## config.mk

```make
export PLATFORM = sky130hd
export DESIGN_NAME = pkt_rx_ctrl
export DESIGN_NICKNAME = d
export VERILOG_FILES = /design/src/rtl/pkt_rx_ctrl.sv
export SDC_FILE = /design/constraint.sdc
export NUM_CORES = 1
export LEC_CHECK = 0
export CORE_ASPECT_RATIO = 0.7
export CORE_MARGIN = 2
export CORE_UTILIZATION = 40
export CTS_CLUSTER_SIZE = 12
export DETAILED_ROUTE_END_ITERATION = 10
export GPL_ROUTABILITY_DRIVEN = 0
export HOLD_SLACK_MARGIN = 0.02
export PLACE_DENSITY = 0.67
export SLEW_MARGIN = 15
export SYNTH_ARGS = -nofsm -noshare
export SYNTH_HDL_FRONTEND = slang
export SYNTH_SLANG_ARGS = --single-unit
```

## constraint.sdc

```tcl
create_clock -name clk -period 2.1 [get_ports clk]
set_input_delay 0.21 -clock clk [delete_from_list [all_inputs] [get_ports clk]]
set_output_delay 0.21 -clock clk [all_outputs]
set_load 0.01 [all_outputs]
```

## src/rtl/pkt_rx_ctrl.sv

```systemverilog
`default_nettype none
`timescale 1ns/1ps
// ============================================================================
//  Module   : pkt_rx_ctrl
//  Purpose  : Serial packet receive controller. Shifts serial bits (MSB
//             first) into a byte window, hunts for a header byte (0xA5 or
//             0xC3) on a sliding bit window, then delivers PAYLOAD_BYTES
//             byte-aligned payload bytes. An optional trailing XOR checksum
//             byte is verified when PKT_RX_CHECKSUM_EN is defined.
//  Ports    : clk        - rising-edge clock
//             reset      - synchronous, active-high reset
//             serial_in  - data bit, sampled when bit_valid = 1
//             bit_valid  - qualifies serial_in; no state change when low
//             hdr_found  - 1-cycle pulse when a header is accepted
//             hdr_type   - 0 = 0xA5, 1 = 0xC3; held until next hdr_found
//             byte_out   - payload byte; holds until next byte_valid
//             byte_valid - 1-cycle pulse per payload byte
//             pkt_done   - 1-cycle pulse: packet complete (and good)
//             pkt_err    - 1-cycle pulse: checksum mismatch
//  Config   : PKT_RX_CHECKSUM_EN - enables trailing checksum byte, the CHECK
//             state, the csum register and pkt_err (tied to 0 otherwise).
//  Revision : 1.0 - initial release
// ============================================================================
module pkt_rx_ctrl #(
  parameter int PAYLOAD_BYTES = 4
) (
  input  logic       clk,
  input  logic       reset,
  input  logic       serial_in,
  input  logic       bit_valid,
  output logic       hdr_found,
  output logic       hdr_type,
  output logic [7:0] byte_out,
  output logic       byte_valid,
  output logic       pkt_done,
  output logic       pkt_err
);

  localparam logic [7:0] HDR_A5    = 8'hA5;
  localparam logic [7:0] HDR_C3    = 8'hC3;
  localparam logic [7:0] LAST_BYTE = 8'(PAYLOAD_BYTES - 1);
  localparam logic [3:0] FILL_FULL = 4'd8;

  typedef enum logic [1:0] {
    ST_HUNT    = 2'd0,
    ST_PAYLOAD = 2'd1
`ifdef PKT_RX_CHECKSUM_EN
    ,
    ST_CHECK   = 2'd2
`endif
  } state_t;

  state_t     state_q, state_d;
  logic [7:0] sr_q, sr_d;
  logic [3:0] fill_q, fill_d;
  logic [2:0] bit_cnt_q, bit_cnt_d;
  logic [7:0] byte_cnt_q, byte_cnt_d;
  logic       hdr_found_q, hdr_found_d;
  logic       hdr_type_q, hdr_type_d;
  logic [7:0] byte_out_q, byte_out_d;
  logic       byte_valid_q, byte_valid_d;
  logic       pkt_done_q, pkt_done_d;
`ifdef PKT_RX_CHECKSUM_EN
  logic [7:0] csum_q, csum_d;
  logic       pkt_err_q, pkt_err_d;
`endif

  // Window and fill count as they will be after the bit currently offered.
  logic [7:0] sr_next;
  logic [3:0] fill_next;

  always_comb begin
    sr_next      = {sr_q[6:0], serial_in};
    fill_next    = (fill_q == FILL_FULL) ? FILL_FULL : fill_q + 4'd1;

    state_d      = state_q;
    sr_d         = sr_q;
    fill_d       = fill_q;
    bit_cnt_d    = bit_cnt_q;
    byte_cnt_d   = byte_cnt_q;
    hdr_found_d  = 1'b0;
    hdr_type_d   = hdr_type_q;
    byte_out_d   = byte_out_q;
    byte_valid_d = 1'b0;
    pkt_done_d   = 1'b0;
`ifdef PKT_RX_CHECKSUM_EN
    csum_d       = csum_q;
    pkt_err_d    = 1'b0;
`endif

    if (bit_valid) begin
      sr_d = sr_next;
      case (state_q)
        ST_HUNT: begin
          fill_d = fill_next;
          // Only a window made entirely of bits received since entering
          // HUNT may be taken as a header.
          if ((fill_next == FILL_FULL) && ((sr_next == HDR_A5) || (sr_next == HDR_C3))) begin
            hdr_found_d = 1'b1;
            hdr_type_d  = (sr_next == HDR_C3);
`ifdef PKT_RX_CHECKSUM_EN
            csum_d      = sr_next;
`endif
            bit_cnt_d   = 3'd0;
            byte_cnt_d  = 8'd0;
            state_d     = ST_PAYLOAD;
          end
        end

        ST_PAYLOAD: begin
          bit_cnt_d = bit_cnt_q + 3'd1;
          if (bit_cnt_q == 3'd7) begin
            byte_out_d   = sr_next;
            byte_valid_d = 1'b1;
            byte_cnt_d   = byte_cnt_q + 8'd1;
`ifdef PKT_RX_CHECKSUM_EN
            csum_d       = csum_q ^ sr_next;
`endif
            if (byte_cnt_q == LAST_BYTE) begin
`ifdef PKT_RX_CHECKSUM_EN
              // bit_cnt wraps to 0, so the checksum byte is aligned too.
              state_d    = ST_CHECK;
`else
              pkt_done_d = 1'b1;
              state_d    = ST_HUNT;
              fill_d     = 4'd0;
`endif
            end
          end
        end

`ifdef PKT_RX_CHECKSUM_EN
        ST_CHECK: begin
          bit_cnt_d = bit_cnt_q + 3'd1;
          if (bit_cnt_q == 3'd7) begin
            if (sr_next == csum_q) begin
              pkt_done_d = 1'b1;
            end else begin
              pkt_err_d  = 1'b1;
            end
            state_d = ST_HUNT;
            fill_d  = 4'd0;
          end
        end
`endif

        default: begin
          state_d = ST_HUNT;
          fill_d  = 4'd0;
        end
      endcase
    end
  end

  always_ff @(posedge clk) begin
    if (reset) begin
      state_q      <= ST_HUNT;
      sr_q         <= 8'd0;
      fill_q       <= 4'd0;
      bit_cnt_q    <= 3'd0;
      byte_cnt_q   <= 8'd0;
      hdr_found_q  <= 1'b0;
      hdr_type_q   <= 1'b0;
      byte_out_q   <= 8'd0;
      byte_valid_q <= 1'b0;
      pkt_done_q   <= 1'b0;
`ifdef PKT_RX_CHECKSUM_EN
      csum_q       <= 8'd0;
      pkt_err_q    <= 1'b0;
`endif
    end else begin
      state_q      <= state_d;
      sr_q         <= sr_d;
      fill_q       <= fill_d;
      bit_cnt_q    <= bit_cnt_d;
      byte_cnt_q   <= byte_cnt_d;
      hdr_found_q  <= hdr_found_d;
      hdr_type_q   <= hdr_type_d;
      byte_out_q   <= byte_out_d;
      byte_valid_q <= byte_valid_d;
      pkt_done_q   <= pkt_done_d;
`ifdef PKT_RX_CHECKSUM_EN
      csum_q       <= csum_d;
      pkt_err_q    <= pkt_err_d;
`endif
    end
  end

  assign hdr_found  = hdr_found_q;
  assign hdr_type   = hdr_type_q;
  assign byte_out   = byte_out_q;
  assign byte_valid = byte_valid_q;
  assign pkt_done   = pkt_done_q;
`ifdef PKT_RX_CHECKSUM_EN
  assign pkt_err    = pkt_err_q;
`else
  assign pkt_err    = 1'b0;
`endif

endmodule
`default_nettype wire

```

# [After elaboration in Yosys (flattened, before gate mapping)]
# Cells that the tools add are included.
# W data, S select, Z words.
[classes] n_bitwise=4 reduce_logical=13 muxes=16 n_eq_ne=10 add_sub_neg=3
[op_table] cell="$eq A8 B8 Y1 const B" count=2
[op_table] cell="$mux W8" count=2
[op_table] cell="$pmux W8 S2" count=1
[op_table] cell="$mux W4" count=3
[op_table] cell="$reduce_and A3 Y1" count=4
[op_table] cell="$add A8 B1 Y8 const B" count=1
[op_table] cell="$eq A4 B4 Y1 const B" count=2
[op_table] cell="$eq A8 B2 Y1 const B" count=1
[op_table] cell="$pmux W4 S2" count=1
[op_table] cell="$reduce_and A4 Y1" count=2
[op_table] cell="$mux W2" count=3
[op_table] cell="$ne A2 B2 Y1 const B" count=3
[op_table] cell="$pmux W3 S2" count=1
[op_table] cell="$reduce_or A3 Y1" count=2
[op_table] cell="$add A4 B1 Y4 const B" count=1
[op_table] cell="$not A1 Y1" count=4
[op_table] cell="$pmux W2 S2" count=1
[op_table] cell="$reduce_or A4 Y1" count=1
[op_table] cell="$add A3 B1 Y3 const B" count=1
[op_table] cell="$eq A3 B3 Y1 const B" count=1
[op_table] cell="$mux W1" count=3
[op_table] cell="$mux W3" count=1
[op_table] cell="$eq A2 B1 Y1 const B" count=1
[op_table] cell="$logic_not A2 Y1" count=1
[op_table] cell="other kinds (3)" count=3
[totals] ff_bits=36 input_bits=4

# [Longest topological paths before layout]
[logic_depth] word_depth=6 mapped_depth=8 depth_no_buf=7

# [Worst setup path after synthesis]
# Ideal clock, no wire load.
[synth_path] path_kind="flip-flop to flip-flop" from="register fill_q[0]" to="register byte_cnt_q[3]" arrival_ns=1.704 stages_incl_launch_ff=7 required_time_ns=2.026 path_buffers=0 path_slack_ns=0.322 setup_ns=0.074 cell_sequence="dfxtp_1 inv_1 ha_1 a211oi_2 o2111ai_2 a2111o_1 a31oi_1"
[synth_via] elab_chain_cells=6
[synth_lines] element="from (decl)" line_no="55" source="logic [3:0] fill_q, fill_d;"
[synth_lines] element="from (signal assigned)" line_no="174" source="fill_q <= fill_d;"
[synth_lines] element="$add A4 B1 Y4 / $eq A4 B4 Y1 (equally long branches)" line_no="74" source="fill_next = (fill_q == FILL_FULL) ? FILL_FULL : fill_q + 4'd1;"
[synth_lines] element="$mux W4 (*)" line_no="74"
[synth_lines] element="$eq A4 B4 Y1 (*)" line_no="98" source="if ((fill_next == FILL_FULL) && ((sr_next == HDR_A5) || (sr_next == HDR_C3))) begin"
[synth_lines] element="$logic_and A1 B1 Y1 (*)" line_no="98"
[synth_lines] element="$ne A2 B2 Y1 (no source line) (*)"
[synth_lines] element="$reduce_and A4 Y1 (no source line) (*)"
[synth_lines] element="to (signal assigned)" line_no="176" source="byte_cnt_q <= byte_cnt_d;"
[synth_lines] element="to (decl)" line_no="57" source="logic [7:0] byte_cnt_q, byte_cnt_d;"
# Every way passes the cells marked *; elsewhere a longest branch is shown, timed or not.
# A chain may end at the register's enable or synchronous reset.

# [Worst setup path after layout]
# Ends and elaborated chain as after synthesis.

==> metrics.md <==
| Metric | Value |
|---|---|
| Status | `completed` |
| VDD IR-drop max | `between 0.4 and 0.5 mV` |
| Clock Sink Count | `35` |
| Starting density of the core | `43.1%` |
| Cell Int Power | `approximately 0.99 mW` |
| Mapped Cells | `approximately 180` |
| CP startpoint kind | `flop` |
| TritonCTS clock tree | `yes` |
| CTS root buffer | `clkbuf_8` |
| Sw Ratio | `22.4%` |
| Longest Clk Path Bufs | `2` |
| Total GRT Usage | `between 10% and 20%` |
| Fillers | `approximately 350` |
| Die extent in y | `56.3 um` |
| Hold Path Class | `flop to flop` |
| Post-Syn Area | `0.00156 mm2` |
| Slowest cell on the critical path | `a2111o_1` |
| DRT antenna net count | `0` |
| CP cell instances | `ha_1 > nand2b_1 > a21oi_1 > o2111ai_2 > a2111o_1 > a31oi_1` |
| Pwr dens | `676 mW/mm2` |
| Final Critical Period | `~1.9 ns` |
| Residual DRC | `0` |
| DR vias/cell | `between 5 and 6` |
| Leakage power | `~0.65 nW` |
| CP Capture Type | `flop` |
| Switch Pwr | `0.285 mW` |
| Vias in the first global route | `approximately 1,300` |
| Post-synth EDFFs | `0` |
| FF+latch area | `roughly 700 um2` |
| 1st-iter DRT viols | `126` |
| # diodes | `0` |
| CP top delay family | `compound AO/OA/AOI/OAI gates` |
| Avg WL per Cell | `roughly 14 um` |
| Logic pwr share | `~4%` |
| Worst path bufs/invs | `0` |
| DIE AREA | `about 0.0044 mm2` |
| Max_cap viols | `0` |
| Netlist cell types | `35` |
| Final wirelength | `3600 um` |
| TritonRoute pass-1 iters | `4` |
| Worst Path Arrival | `2.14 ns` |
| Ys async rst share | `0%` |
| Yosys Warn Count | `0` |
| Area of the multi-input gates | `around 800 um2` |
| Pwr Total | `~1.3 mW` |
| Clk_skew | `between 0.003 and 0.004 ns` |
| RSZ-0062 raised after global routing | `false` |
| H-tree levels | `2` |
| Period utilisation layout | `91.3%` |
| Core area | `between 0.003 and 0.004 mm2` |
| Io pins | `17` |
| CTS resizes | `0` |
| Avg Cell Area, Syn | `between 8 and 9 um2` |
| Die W | `about 80 um` |
| Flops & latches, synth | `35` |
| Sum Neg Setup Slack | `0 ns` |
| First-pass GRT wire length | `just over 6000 um` |
| Crit path max fanout | `7` |
| Fin. max-slew vios | `0` |
| Layout cells sized above 1 | `between 8 and 9%` |
| Hold Violations, Final | `0` |
| # rows | `18` |
| Clk pwr share | `roughly 43%` |
| Grt total ovfl | `0` |
| Syn-to-layout area delta | `20.5%` |
| Seq pwr share | `a little over half` |
| Syn nets | `between 150 and 200` |
| Vias post-DR | `1,409` |
| DPL Wire Length | `about 2500 um` |
| Port Buf Inserts | `15` |
| Initial antenna violation count | `0` |
| Endpoints failing setup | `0` |
| Sequential-to-total area share from yosys stat | `44.8%` |
| TritonCTS buffer count | `5` |
| Final net count | `210` |
| CTS Hold Buffers Added | `0` |
| Post-synth top flop | `dfxtp_1` |
| CP max stage delay | `around 0.45 ns` |
| WS Path Type | `flop to flop` |
| Highest Clock Rate | `522 MHz` |
| Largest net degree at the start of global routing | `35` |
| Required @ worst endpoint | `~2.3 ns` |
| Total setup buffers inserted after CTS | `0` |
| Skew-Pair Late Insertion Delay | `0.29 ns` |
| Final Util | `a little over 50%` |
| Reg clk slew, reported paths | `around 0.07 ns` |
[final timing paths]
kind,cells after the start,slack [ns],startpoint,end
hold reg to reg,2,0.46,byte_out[7],byte_out[7]
hold / removal,2,0.46,byte_out[7],byte_out[7]
setup reg to reg,6,0.18,fill_q[0],byte_cnt_q[3]
setup / recovery,6,0.18,fill_q[0],byte_cnt_q[3]
[synth_stat cells, drive strengths merged, types with 2 or more instances]
master / number / area (um2)
dfxtp: 35 / 701
nand2: 26 / 97.6
a21oi: 18 / 90.1
nand3: 17 / 85.1
nor2: 14 / 52.6
a31oi: 9 / 56.3
clkbuf: 9 / 33.8
mux2i: 7 / 70.1
ha: 5 / 62.6
inv: 4 / 15.0
nor3: 4 / 20.0
o211ai: 4 / 30.0
a21o: 3 / 22.5
and3: 3 / 18.8
buf: 3 / 16.3
nand4bb: 3 / 33.8
nor4: 2 / 12.5
o21ai: 2 / 10.0
or4: 2 / 15.0
[worst register-to-register path, stage by stage, from the launching register on]
cell	delay, ns
dfxtp_2	0.35
ha_1	0.25
nand2b_1	0.15
a21oi_1	0.24
o2111ai_2	0.24
a2111o_1	0.45
a31oi_1	0.16
[final cells by class]
class | instances | share of cell area [%]
well taps | 50 | 3.32
flip-flops and latches | 35 | 37.3
clock inverters | 1 | 0.399
clock buffers | 7 | 5.12
repair buffers | 22 | 10.8
inverters | 4 | 0.797
multi-input cells | 133 | 42.3
[power groups by stage]
| stage | Combinational (mW) | Clock [mW] | Sequential (mW) |
|---|---|---|---|
| floorplan | 0.0361 | 0 | 0.689 |
| global placement | 0.0504 | 0 | 0.690 |
| detailed placement | 0.0511 | 0 | 0.690 |
| CTS | 0.0517 | 0.557 | 0.675 |
| global route | 0.0575 | 0.590 | 0.677 |
| finish | 0.0520 | 0.546 | 0.676 |
[state kept, by name, indices dropped and copies added (netlist names)]
name        count
bit_cnt_q       3
hdr_type        1
pkt_done        1
hdr_found       1
byte_cnt_q      8
fill_q          4
state_q         1
byte_out        8
sr_q            7
byte_valid      1
[metrics by stage]
stage / setup WS (ns) / cell area, um2 / std cells / hold WS [ns]
2_1_floorplan: 0.322 / 1560 / 184 / 0.346
3_5_place_dp: 0.0263 / 1780 / 244 / 0.447
4_1_cts: 0.127 / 1880 / 252 / 0.457
3_3_place_gp: 0.0983 / 1780 / 244 / 0.446
5_1_grt: 0.0621 / 1880 / 252 / 0.477
6_report: 0.183 / 1880 / 252 / 0.455
[metal layers]
metal  routed length [um]  vias up  share of wire [%]  track usage (%)
li1                     -      697                  -                -
met5                    0        -                  0                0
met3                  230        6                6.4             5.63
met1                 1710      670                 47             23.3
met4                   35        0               0.97             6.02
met2                 1630       36                 45             26.9
[cell usage in the layout, fill, tap and decap left out, drive strengths merged, types with 2 or more instances in the layout]
cell type	netlist	layout
a31oi	9	9
clkdlybuf4s50	0	15
a21o	3	3
dfxtp	35	35
nor3	4	4
mux2i	7	7
buf	3	7
nor4	2	2
or4	2	2
nand2	26	26
o211ai	4	4
ha	5	5
o21ai	2	2
a21oi	18	18
inv	4	4
nor2	14	14
nand3	17	17
and3	3	3
nand4bb	3	3
clkbuf	9	7
[cell families (layout without fill, tap and decap cells)]
family                     after synthesis  after routing  share of synthesized area (%)
and+or+nand+nor                         77             77                           24.3
other                                    1              1                          0.240
buffers and inverters                   16             34                           4.16
AOI/OAI and AO/OA                       42             42                           17.5
muxes                                    7              7                           4.48
xor gates and xnor gates                 1              1                          0.561
adders and majority gates                5              5                           4.00
DFF                                     35             35                           44.8
(Power assumes the default switching activity.)
